**src/rtl/fetch_sequencer.sv**
```systemverilog
// Fetch/issue/resolve/update controller driving the PC register enable and mux select.
// Optional FETCH_TIMEOUT_EN adds a fetch watchdog that parks the sequencer in HALT.
module fetch_sequencer #(
  parameter int DATA_WIDTH = 32,
  parameter int TIMEOUT    = 15
) (
  input  logic                  clk,
  input  logic                  rst,
  output logic                  imem_req,
  input  logic                  imem_ack,
  input  logic [DATA_WIDTH-1:0] imem_rdata,
  output logic [DATA_WIDTH-1:0] instr,
  output logic                  instr_valid,
  input  logic                  instr_ready,
  input  logic                  is_branch,
  input  logic                  br_valid,
  input  logic                  br_taken,
  output logic                  pc_en,
  output logic                  pc_src,
  output logic [2:0]            state_o,
  output logic                  fault
);

  localparam logic [2:0] S_IDLE    = 3'd0;
  localparam logic [2:0] S_FETCH   = 3'd1;
  localparam logic [2:0] S_ISSUE   = 3'd2;
  localparam logic [2:0] S_RESOLVE = 3'd3;
  localparam logic [2:0] S_UPDATE  = 3'd4;
  localparam logic [2:0] S_HALT    = 3'd5;

  logic [2:0] state;
  logic [2:0] state_nx;
  logic       taken;
  logic       expired;

`ifdef FETCH_TIMEOUT_EN
  localparam int CW = $clog2(TIMEOUT + 1);

  logic [CW-1:0] cnt;

  // Cleared outside FETCH so every fetch starts a fresh window.
  always_ff @(posedge clk) begin
    if (rst || state != S_FETCH) begin
      cnt <= '0;
    end else if (!imem_ack && cnt != CW'(TIMEOUT)) begin
      cnt <= cnt + CW'(1);
    end
  end

  assign expired = (cnt == CW'(TIMEOUT - 1));
  assign fault   = (state == S_HALT);
`else
  assign expired = 1'b0;
  assign fault   = 1'b0;
`endif

  always_comb begin
    state_nx = state;
    case (state)
      S_IDLE: state_nx = S_FETCH;
      S_FETCH: begin
        if (imem_ack) begin
          state_nx = S_ISSUE;
        end else if (expired) begin
          state_nx = S_HALT;
        end
      end
      S_ISSUE: begin
        if (instr_ready) begin
          state_nx = is_branch ? S_RESOLVE : S_UPDATE;
        end
      end
      S_RESOLVE: begin
        if (br_valid) begin
          state_nx = S_UPDATE;
        end
      end
      S_UPDATE: state_nx = S_FETCH;
      S_HALT: begin
`ifdef FETCH_TIMEOUT_EN
        state_nx = S_HALT;
`else
        state_nx = S_IDLE;
`endif
      end
      default: state_nx = S_IDLE;
    endcase
  end

  always_ff @(posedge clk) begin
    if (rst) begin
      state <= S_IDLE;
      instr <= '0;
      taken <= 1'b0;
    end else begin
      state <= state_nx;
      if (state == S_FETCH && imem_ack) begin
        instr <= imem_rdata;
      end
      if (state == S_ISSUE && instr_ready && !is_branch) begin
        taken <= 1'b0;
      end
      if (state == S_RESOLVE && br_valid) begin
        taken <= br_taken;
      end
    end
  end

  assign imem_req    = (state == S_FETCH);
  assign instr_valid = (state == S_ISSUE);
  assign pc_en       = (state == S_UPDATE);
  assign pc_src      = pc_en & taken;
  assign state_o     = state;

endmodule

```
**config.mk**
```make
export PLATFORM = sky130hd
export DESIGN_NAME = fetch_sequencer
export DESIGN_NICKNAME = d
export VERILOG_FILES = /design/src/rtl/fetch_sequencer.sv
export SDC_FILE = /design/constraint.sdc
export NUM_CORES = 1
export LEC_CHECK = 0
export ABC_AREA = 1
export CAP_MARGIN = 0
export CORE_AREA = 4 4 69 71
export CTS_BUF_LIST = sky130_fd_sc_hd__clkbuf_16
export DETAILED_ROUTE_END_ITERATION = 16
export DIE_AREA = 0 0 73 75
export GPL_ROUTABILITY_DRIVEN = 0
export PLACE_DENSITY = 0.74
export SETUP_SLACK_MARGIN = 0.3
export SLEW_MARGIN = 5
export SYNTH_ARGS = -nofsm -noshare
export SYNTH_HDL_FRONTEND = slang
export SYNTH_SLANG_ARGS = --single-unit
export TNS_END_PERCENT = 50
```
**constraint.sdc**
```tcl
create_clock -name clk -period 0.95 [get_ports clk]
set_input_delay 0.285 -clock clk [delete_from_list [all_inputs] [get_ports clk]]
set_output_delay 0.285 -clock clk [all_outputs]
set_load 0.05 [all_outputs]
```
==> out/qor.csv <==
stage;metric;value;unit
outcome;status;finished with violations;
outcome;violations;negative setup slack;
setup_path;critPathTopFamily;buffers and inverters;
floorplanning;initial_utilization;32.8;%
route;ant_nets;0;
sta;rsz0062_at_grt;true;
run;drv_cap;0;
synth;avgSynthCellArea;7.75;um^2
setup_path;r2r-end;instr[23];
floorplanning;dieWidth;73;um
synth;synth_nets;218;
sta;slew_violations;0;
sta;min_period;1.48;ns
placed_design;hpwl;3190;um
sta;setup_viol;75;
global_routing;antenna_found_initial;0;
global_routing;grt_most_used_layer;met2;
sta;fin_skew;0.00208;ns
setup_path;cp.depth;10;
synth;ys_warn_count;0;
floorplanning;core;0.00423;mm^2
clock_tree;cts.clk_slew.worst_paths;0.06;ns
cells_and_area;antenna_cells;0;
clock_tree;cts_tree;yes;
setup_path;r2r_setup_slack;-0.53;ns
setup_path;cp-start-kind;register;
route;drcViolationCount;0;
global_routing;grt_pass1_vias;1692;
pwr;ir_worst_vdd;0.00219;V
route;drt-initial-drc-count;64;
clock_tree;cts.sinks;36;
setup_path;end_kind;register;
synth;synthFlopType;dfxtp_1;
setup_path;critPathMostFrequentCell;buf_12;
clock_tree;cts_buffer_depth;2;
setup_path;critPathBufInv;6;
synth;syn-cell-area;0.00139;mm^2
clock_tree;cts-htree-levels;2;
route;num_vias;1695;
placed_design;pre_cts_slack;-0.494;ns
setup_path;r2r-start;state_o[0];
global_routing;grt_pass1_wl;8370;um
synth;synth_edf_count;0;
sta;fmax;676;MHz
synth;synth_common_cells;nor2_1 (70), dfxtp_1 (36), o21ai_0 (24);
route;drt_first_pass_iters;4;
global_routing;met1_usage;21.0;%
clock_tree;root_buffer;clkbuf_16;
cells_and_area;layout.nets;328;
synth;async_flop_share;0;%
synth;synth_area_leaders;dfxtp_1 (52%), nor2_1 (19%), o21ai_0 (8.7%), o21ai_1 (3.6%), buf_6 (2.4%);
clock_tree;ctsHoldBuffers;0;
cells_and_area;drive_above_1_share;65.5;%
setup_path;path_cells;inv_6, nor2_8, buf_12, nand3_4, clkinv_4, buf_12, buf_12, buf_16, nor2_4, nor2_1;
setup_path;crit_fanout;6;
sta;hold_viol;0;
floorplanning;die_y;75;um
route;routedWlPerCell;17.8;um
synth;synth_top_area_share;51.9;%
floorplanning;dieArea;0.00548;mm^2
placed_design;placed_area;0.00276;mm^2
route;vias_per_cell;4.96;
synth;synth_seq_area_share;51.9;%
floorplanning;rows;24;
setup_path;critPathMaxStageDelay;0.37;ns
clock_tree;clkLatencyLatePin;0.28;ns
global_routing;grt_start_max_net_pins;16;
setup_path;endpoint;instr[23];
route;drt_wl_total;6070;um
pwr;powerDensity;3080;mW/mm^2
hold_path;holdCritPathClass;reg -> reg;
setup_path;worstPathArrival;1.65;ns
synth;synth.distinct_cells;21;
clock_tree;cts_buffers;5;
setup_path;worst_path_max_delay_cell;dfxtp_4;
sta;final.period_utilization;156;%
placed_design;io_buffers;77;
global_routing;grtUsageMet3;5.21;%
floorplanning;ios;79;
setup_path;cp_data_required_time;1.12;ns
global_routing;grt_use_met2;39.1;%
setup_path;worstSetupPathType;reg -> reg;
synth;ys_ff_latch;36;
synth;yosysMostFrequentCell;nor2_1;
setup_path;setup.worst_path.start;state_o[0];
setup_path;r2r_cells;10;
global_routing;groute.usage.overall;20.6;%
global_routing;overflow;0;
synth;synth_cells;179;
sta;fin_ws;-0.530;ns
pwr;p_leak;1.44;nW
cells_and_area;fin_area;0.00363;mm^2
cells_and_area;syn2layout_area_growth;161;%
synth;yosys.area.top_type;dfxtp_1;
## what timing repair did
item                                    in CTS  in global routing
buffers inserted                            11                  3
endpoints found under the setup margin      75                 75
pin swaps                                   25                  4
hold endpoints to repair                     0                  0
gates cloned                                 5                  0
resized for setup                           92                 54
## layer usage
metal / part of all wire (%) / routed length, um
met4: 2.3 / 142
met3: 5.2 / 316
met5: 0 / 0
met2: 57 / 3460
met1: 36 / 2160
## final cells by class
cell class | instances | area [um^2]
timing repair buffer | 113 | 1660
multi-input combinational | 123 | 862
sequential | 36 | 817
fill | 196 | 607
clock buffer | 5 | 125
tap | 52 | 65.1
inverter | 10 | 57.6
clock inverter | 3 | 42.5
## cells by family after synthesis
kind of cell	count (synthesis)	synth area share [%]
flops	36	51.9
simple gates	86	26.9
compound gates	36	13.0
buf+inv	20	7.94
other cells	1	0.270
## per-stage QoR
step / utilization [%] / power (mW) / setup TNS, ns / hold WS (ns) / instances
floorplan: - / 4.89 / -8.76 / 0.344 / 179
global placement: 65.3 / 7.30 / -16.08 / 0.510 / 315
CTS: 81.0 / 10.6 / -20.01 / 0.497 / 339
finish: 85.7 / 11.2 / -21.82 / 0.501 / 342
detailed placement: 65.3 / 7.40 / -17.05 / 0.514 / 315
global route: 85.7 / 11.6 / -24.42 / 0.524 / 342
## layout by cell type (no fill, tap or decap), drive strengths merged, types with 2 or more instances in the layout
cell type       n
clkdlybuf4s50  38
a21oi           2
o21ai          34
clkinv          2
nand2           5
clkinvlp        3
inv             7
nand3           5
clkbuf          5
nand4           3
buf            75
nor2           71
dfxtp          36
## state kept, by name, indices dropped and copies added (netlist names)
register  flops
taken         1
state_o       3
instr        32
## worst reg2reg max path: stages (launching register included)
cell and delay, ns:
dfxtp_4 0.37, inv_6 0.08, nor2_8 0.04, buf_12 0.12, nand3_4 0.12, clkinv_4 0.09
buf_12 0.14, buf_12 0.12, buf_16 0.14, nor2_4 0.08, nor2_1 0.06
## how the worst min path moves through the flow
stage,cells after the start,startpoint,to,slack [ns]
2_1_floorplan,1,rst,state_o[2],0.34
3_3_place_gp,2,instr[15],instr[15],0.51
3_5_place_dp,2,instr[20],instr[20],0.51
4_1_cts,2,instr[20],instr[20],0.50
5_1_grt,2,instr[16],instr[16],0.52
6_report,2,instr[30],instr[30],0.50
## power by group
| part | switching [mW] | internal [mW] |
|---|---|---|
| Sequential | 0.541 | 2.04 |
| Clock | 0.635 | 1.23 |
| Combinational | 3.30 | 3.43 |
| Total | 4.47 | 6.71 |
No activity file was read; power rests on OpenSTA's default activity.
